===== config.mk =====
export PLATFORM = sky130hd
export DESIGN_NAME = mmio_irq_ctrl_flat
export DESIGN_NICKNAME = d
export VERILOG_FILES = /design/src/rtl/mmio_irq_ctrl_pkg.sv /design/src/rtl/mmio_irq_ctrl_if.sv /design/src/rtl/mmio_irq_ctrl_prio_enc.sv /design/src/rtl/mmio_irq_ctrl.sv /design/src/flat_wrapper.sv
export SDC_FILE = /design/constraint.sdc
export NUM_CORES = 1
export LEC_CHECK = 0
export BUFFER_PORTS_ARGS = -buffer_cell sky130_fd_sc_hd__buf_2
export CELL_PAD_IN_SITES_DETAIL_PLACEMENT = 0
export CELL_PAD_IN_SITES_GLOBAL_PLACEMENT = 1
export CORE_UTILIZATION = 30
export CTS_BUF_LIST = sky130_fd_sc_hd__clkbuf_8
export DETAILED_ROUTE_END_ITERATION = 7
export PLACE_DENSITY = 0.64
export SKIP_LAST_GASP = 1
export SYNTH_ARGS = -nofsm -noshare
export SYNTH_HDL_FRONTEND = slang
export SYNTH_HIERARCHICAL = 1
export SYNTH_SLANG_ARGS = --single-unit

===== constraint.sdc =====
create_clock -name clk -period 2 [get_ports clk]
set_input_delay 0.4 -clock clk [delete_from_list [all_inputs] [get_ports clk]]
set_output_delay 0.4 -clock clk [all_outputs]
set_load 0.005 [all_outputs]

===== src/rtl/mmio_irq_ctrl_pkg.sv =====
// Shared types and constants for the interrupt controller.
// Holds the source index enum, register addresses, vector base and FSM state enum.
package gameman_irq_pkg;

    typedef enum logic [2:0] {
        VBLANK = 3'd0,
        STAT   = 3'd1,
        TIMER  = 3'd2,
        SERIAL = 3'd3,
        JOYPAD = 3'd4
    } irq_idx_e;

    localparam logic [15:0] IRQ_IF_ADDR  = 16'hFF0F;
    localparam logic [15:0] IRQ_IE_ADDR  = 16'hFFFF;
    localparam logic [7:0]  IRQ_VEC_BASE = 8'h40;

    typedef enum logic [1:0] {
        IDLE = 2'd0,
        REQ  = 2'd1,
        HOLD = 2'd2
    } irq_state_e;

    function automatic logic [7:0] irq_vec(input logic [2:0] idx);
        return IRQ_VEC_BASE + {2'b00, idx, 3'b000};
    endfunction

    // Write-enable run counter: stops at 2 so a held write commits only once.
    function automatic logic [1:0] we_cnt_next(input logic [1:0] cnt);
        return (cnt == 2'd2) ? cnt : cnt + 2'd1;
    endfunction

endpackage


===== src/rtl/mmio_irq_ctrl_if.sv =====
// Shared MMIO bus between the CPU side (master) and register slaves.
// A write is requested by holding write_enable with a stable addr_select/write_value;
// the slave takes it after two consecutive cycles, reads are combinational on addr_select.
interface mem_if;
    logic [15:0] addr_select;
    logic        write_enable;
    logic [7:0]  write_value;
    logic [7:0]  read_out;

    modport master (
        output addr_select,
        output write_enable,
        output write_value,
        input  read_out
    );

    modport slave (
        input  addr_select,
        input  write_enable,
        input  write_value,
        output read_out
    );
endinterface


===== src/rtl/mmio_irq_ctrl_prio_enc.sv =====
// Fixed-priority encoder over the pending interrupt bits.
// Lowest set index wins, so vblank has the highest priority.
module irq_prio_enc
    import gameman_irq_pkg::*;
(
    input  logic [4:0] pending,
    output logic       valid,
    output logic [2:0] idx
);

    always_comb begin
        valid = |pending;
        idx   = 3'd0;
        for (int i = 4; i >= 0; i--) begin
            if (pending[i]) idx = 3'(i);
        end
    end

endmodule


===== src/rtl/mmio_irq_ctrl.sv =====
// Interrupt controller: IF/IE registers on the MMIO bus, priority selection and CPU dispatch.
// Optional build macro IRQ_DISPATCH_CANCEL_EN re-evaluates the dispatched source while in REQ.
module mmio_irq_ctrl
    import gameman_irq_pkg::*;
(
    input  logic       clk,
    input  logic       rst_n,
    mem_if.slave       req,
    input  logic [4:0] irq_src,
    input  logic       ime,
    input  logic       irq_ack,
    output logic       irq_req,
    output logic [7:0] irq_vector,
    output logic       irq_wake
);

    logic [4:0] if_q;
    logic [4:0] if_d;
    logic [7:0] ie_q;
    logic [1:0] we_cnt_if;
    logic [1:0] we_cnt_ie;
    logic       hit_if;
    logic       hit_ie;
    logic       commit_if;
    logic       commit_ie;

    irq_state_e state_q;
    irq_state_e state_d;
    logic [2:0] idx_q;
    logic [2:0] idx_d;
    logic       idx_valid_q;
    logic       idx_valid_d;
    logic [7:0] vec_d;

    logic [4:0] pending;
    logic       enc_valid;
    logic [2:0] enc_idx;
    logic       ack_clear;

    assign hit_if    = req.write_enable && (req.addr_select == IRQ_IF_ADDR);
    assign hit_ie    = req.write_enable && (req.addr_select == IRQ_IE_ADDR);
    assign commit_if = hit_if && (we_cnt_if == 2'd1);
    assign commit_ie = hit_ie && (we_cnt_ie == 2'd1);

    assign pending   = if_q & ie_q[4:0];
    assign irq_wake  = |pending;
    assign irq_req   = (state_q == REQ);
    assign ack_clear = (state_q == REQ) && irq_ack && idx_valid_q;

    irq_prio_enc u_prio_enc (
        .pending (pending),
        .valid   (enc_valid),
        .idx     (enc_idx)
    );

    always_comb begin
        req.read_out = 8'haa;
        case (req.addr_select)
            IRQ_IF_ADDR: req.read_out = {3'b111, if_q};
            IRQ_IE_ADDR: req.read_out = ie_q;
            default:     req.read_out = 8'haa;
        endcase
    end

    // Write first, then ack clear, then new strobes so a set always wins.
    always_comb begin
        if_d = commit_if ? req.write_value[4:0] : if_q;
        if (ack_clear) if_d[idx_q] = 1'b0;
        if_d = if_d | irq_src;
    end

    always_ff @(posedge clk or negedge rst_n) begin
        if (!rst_n) begin
            if_q      <= '0;
            ie_q      <= '0;
            we_cnt_if <= '0;
            we_cnt_ie <= '0;
        end else begin
            if_q      <= if_d;
            we_cnt_if <= hit_if ? we_cnt_next(we_cnt_if) : 2'd0;
            we_cnt_ie <= hit_ie ? we_cnt_next(we_cnt_ie) : 2'd0;
            if (commit_ie) ie_q <= req.write_value;
        end
    end

    always_comb begin
        state_d     = state_q;
        idx_d       = idx_q;
        idx_valid_d = idx_valid_q;
        vec_d       = irq_vector;
        case (state_q)
            IDLE: begin
                if (ime && enc_valid) begin
                    state_d     = REQ;
                    idx_d       = enc_idx;
                    idx_valid_d = 1'b1;
                    vec_d       = irq_vec(enc_idx);
                end
            end
            REQ: begin
`ifdef IRQ_DISPATCH_CANCEL_EN
                idx_d       = enc_idx;
                idx_valid_d = enc_valid;
                vec_d       = enc_valid ? irq_vec(enc_idx) : 8'h00;
`else
                idx_d       = idx_q;
                idx_valid_d = idx_valid_q;
`endif
                // ime dropping here does not withdraw the request.
                if (irq_ack) state_d = HOLD;
            end
            HOLD: state_d = IDLE;
            default: state_d = IDLE;
        endcase
    end

    always_ff @(posedge clk or negedge rst_n) begin
        if (!rst_n) begin
            state_q     <= IDLE;
            idx_q       <= '0;
            idx_valid_q <= 1'b0;
            irq_vector  <= 8'h00;
        end else begin
            state_q     <= state_d;
            idx_q       <= idx_d;
            idx_valid_q <= idx_valid_d;
            irq_vector  <= vec_d;
        end
    end

endmodule


===== src/flat_wrapper.sv =====
// flat-port wrapper written by rule: the top's interface ports become plain ports
module mmio_irq_ctrl_flat import gameman_irq_pkg::*;
  (clk, rst_n, irq_src, ime, irq_ack, irq_req, irq_vector, irq_wake, req_addr_select, req_write_enable, req_write_value, req_read_out);
  mem_if req_i ();
  input  logic clk;
  input  logic rst_n;
  input  logic [4:0] irq_src;
  input  logic ime;
  input  logic irq_ack;
  output logic irq_req;
  output logic [7:0] irq_vector;
  output logic irq_wake;
  input wire logic [$bits(req_i.addr_select)-1:0] req_addr_select;
  input wire logic [$bits(req_i.write_enable)-1:0] req_write_enable;
  input wire logic [$bits(req_i.write_value)-1:0] req_write_value;
  output wire logic [$bits(req_i.read_out)-1:0] req_read_out;
  assign req_i.addr_select = req_addr_select;
  assign req_i.write_enable = req_write_enable;
  assign req_i.write_value = req_write_value;
  assign req_read_out = req_i.read_out;
  mmio_irq_ctrl u_core (.clk(clk), .rst_n(rst_n), .req(req_i), .irq_src(irq_src), .ime(ime), .irq_ack(irq_ack), .irq_req(irq_req), .irq_vector(irq_vector), .irq_wake(irq_wake));
endmodule

==> flow_summary.yaml <==
status:
  status: "complete, but fails checks"
  failed_checks: "design-rule violations, negative setup slack"
finish:
  fin_nets: 234
  n_antenna_cell: 0
  fin_util_pct: 41.67
  area_delta_synth_final_pct: 30.86
  instances_no_fill: 247
  drive_above_1_share_pct: 48.21
logic_synthesis:
  yosys-top-cells-area: "dfrtp_1 41%, mux2_2 8.8%, o211ai_2 4.4%"
  netlist_area_mm2: 0.001415
  synth-seq-cells: 23
  netlist_instances: 138
  synth-async-reset-ratio_pct: 100.0
  synth_common_cells: "23 x dfrtp_1, 11 x mux2_2, 9 x nand2_1, 9 x nor2_1"
  yosysTopAreaCellShare_pct: 40.67
  seq_area_frac_synth_pct: 40.67
  synth_area_leader_cell: "dfrtp_1"
  ys_types: 35
  yosysWarnings: 6
  synth_flop_cell: "dfrtp_1"
  syn_area_per_cell_um2: 10.25
  synth_most_common_cell: "dfrtp_1"
  synth_edf_count: 0
cts:
  clock_latency_ns: 0.26
  cts_made_buffers: 3
  cts_buffer_depth: 2
  htreeDepth: 1
  clock-root-buffer: "clkbuf_8"
  cts.sinks: 23
  clkTransAtPathRegs_ns: 0.08
  tritoncts: "done"
  hold_buffers: 0
route:
  via_count: 1224
  drc: 3
  wire_per_inst_um: 14.46
  dr.pass1.iters: 8
  vias_per_cell: 4.955
  drt_iter0_drc: 55
  routed_wl_um: 3571
  antenna_left: 0
timing:
  rsz0062_at_grt: "yes"
  worstMarginPinSlew_ns: 0.5239
  max_freq_mhz: 472.4
  timing.slew.headroom_pct: 65.07
  setup_tns_ns: -0.4092
  finalCritPeriodShare_pct: 105.8
  finalHoldViolations: 0
  finalWorstSetupSlack_ns: -0.1167
  finClkSkew_ns: 0.0005198
  maxSlewViolCount: 0
  setup-violations-final: 6
  fin_crit_ns: 2.117
floorplan:
  die_w_um: 70.68
  die_area_mm2: 0.004996
  die_h_um: 70.68
  pin_count: 52
  rows: 24
  core_mm2: 0.004444
  start_util_pct: 31.84
grt:
  grt_pass1_vias: 1277
  grt_max_degree: 24
  antenna_found_initial: 0
  grt_usage_pct: 14.92
  grt_pass1_wl_um: 5892
  gr-total-overflow: 0
setup_path:
  cp.required_ns: 1.60
  arrival_ns: 1.72
  crit_fanout: 4
  r2r_slack_ns: 0.34
  r2r_end: "u_core/irq_vector[5]"
  r2r-start: "u_core/if_q[1]"
  criticalPathCategory: "reg -> out"
  worst_setup_path_start_kind: "flop"
  endpoint_kind: "output port"
  rr_worst_depth: 6
min_path:
  hp-class: "in -> async"
placement:
  dp_hpwl_um: 2740
  gp_congestion: 0.7788
  dp.cells: 240
  io_buffers: 47
pwr:
  ir_worst_vdd_mv: 0.1688
  p_leak_nw: 1.006
  power_density_mw_per_mm2: 440.0
job:
  drv_cap: 0
cells in the final DEF (no fill, tap or decap), drive strengths merged, types with 4 or more instances in the layout:
cell    synthesis  final
a31oi           5      5
and2            7      7
buf             7     58
conb            1      4
dfrtp          23     23
ha              4      4
inv             6      7
mux2           11     11
nand2           9      9
nand2b          4      4
nand3          12     12
nand4           6      6
nor2            9      9
o211ai          5      5
critical path, stage by stage, from the launching register on:
cell and delay (ns):
dfrtp_1 0.43, and2_4 0.19, or2_4 0.22, or4_4 0.48
buf_6 0.13
power by group:
group          internal [mW]  switching, mW  leakage [nW]
Combinational         0.0292         0.0279         0.683
Clock                  0.137          0.156        0.0269
Sequential             0.465    0.000000569         0.295
Total                  0.631          0.184          1.01
registers in the layout, indices dropped and copies added (netlist names):
name,count
u_core/ie_q,8
u_core/if_q,5
u_core/idx_q,2
u_core/irq_vector,2
u_core/state_q,2
u_core/we_cnt_ie,2
u_core/we_cnt_if,2
worst max path at each step:
stage / endpoint / start / slack, ns / cells after the start
4_1_cts: irq_wake / u_core/ie_q[3] / -0.11 / 4
2_1_floorplan: req_read_out[1] / req_addr_select[4] / 0.12 / 4
3_3_place_gp: req_read_out[1] / req_addr_select[4] / -0.08 / 7
5_1_grt: req_read_out[1] / req_addr_select[4] / -0.18 / 7
6_report: irq_wake / u_core/if_q[3] / -0.12 / 4
3_5_place_dp: req_read_out[1] / req_addr_select[4] / -0.12 / 7
timing repair:
item | CTS | global route
pin swaps | 3 | 4
setup endpoints to repair | 7 | 10
gates resized for setup | 4 | 6
hold endpoints to repair | 0 | 0
setup buffers | 2 | 1
per-stage QoR:
stage          instance area (µm²)  worst slack, ns  hold WS (ns)  power (mW)
2_1_floorplan                 1426           0.1197        0.1044      0.4864
6_report                      1852          -0.1167        0.1002      0.8148
5_1_grt                       1852          -0.1837        0.1438      0.8452
3_5_place_dp                  1742          -0.1233        0.4147      0.5285
4_1_cts                       1818          -0.1098        0.1212      0.8226
3_3_place_gp                  1742         -0.08336        0.4133      0.5274
layer usage:
layer	track usage (%)	part of all wire (%)	wire, µm
met1	18.71	44	1556
met2	25.00	51	1811
met3	3.419	4.6	165
met4	5.778	1.1	38
met5	0	0	0
layout make-up:
cell class	count	area [µm²]
clock inverter	1	3.754
sequential	23	575.6
timing repair buffer	58	349.1
multi-input combinational	104	794.5
fill	453	2592
tap	52	65.06
clock buffer	3	41.29
inverter	6	22.52
cells by family after synthesis:
logic type | Yosys count | share of synthesized area (%)
simple gates | 65 | 29.27
flops | 23 | 40.67
compound gates | 18 | 10.61
buf+inv | 14 | 5.658
mux | 11 | 8.753
fa+ha+maj | 4 | 3.537
xor+xnor | 2 | 1.238
other cells | 1 | 0.2650
No activity file was read; power rests on OpenSTA's default activity.
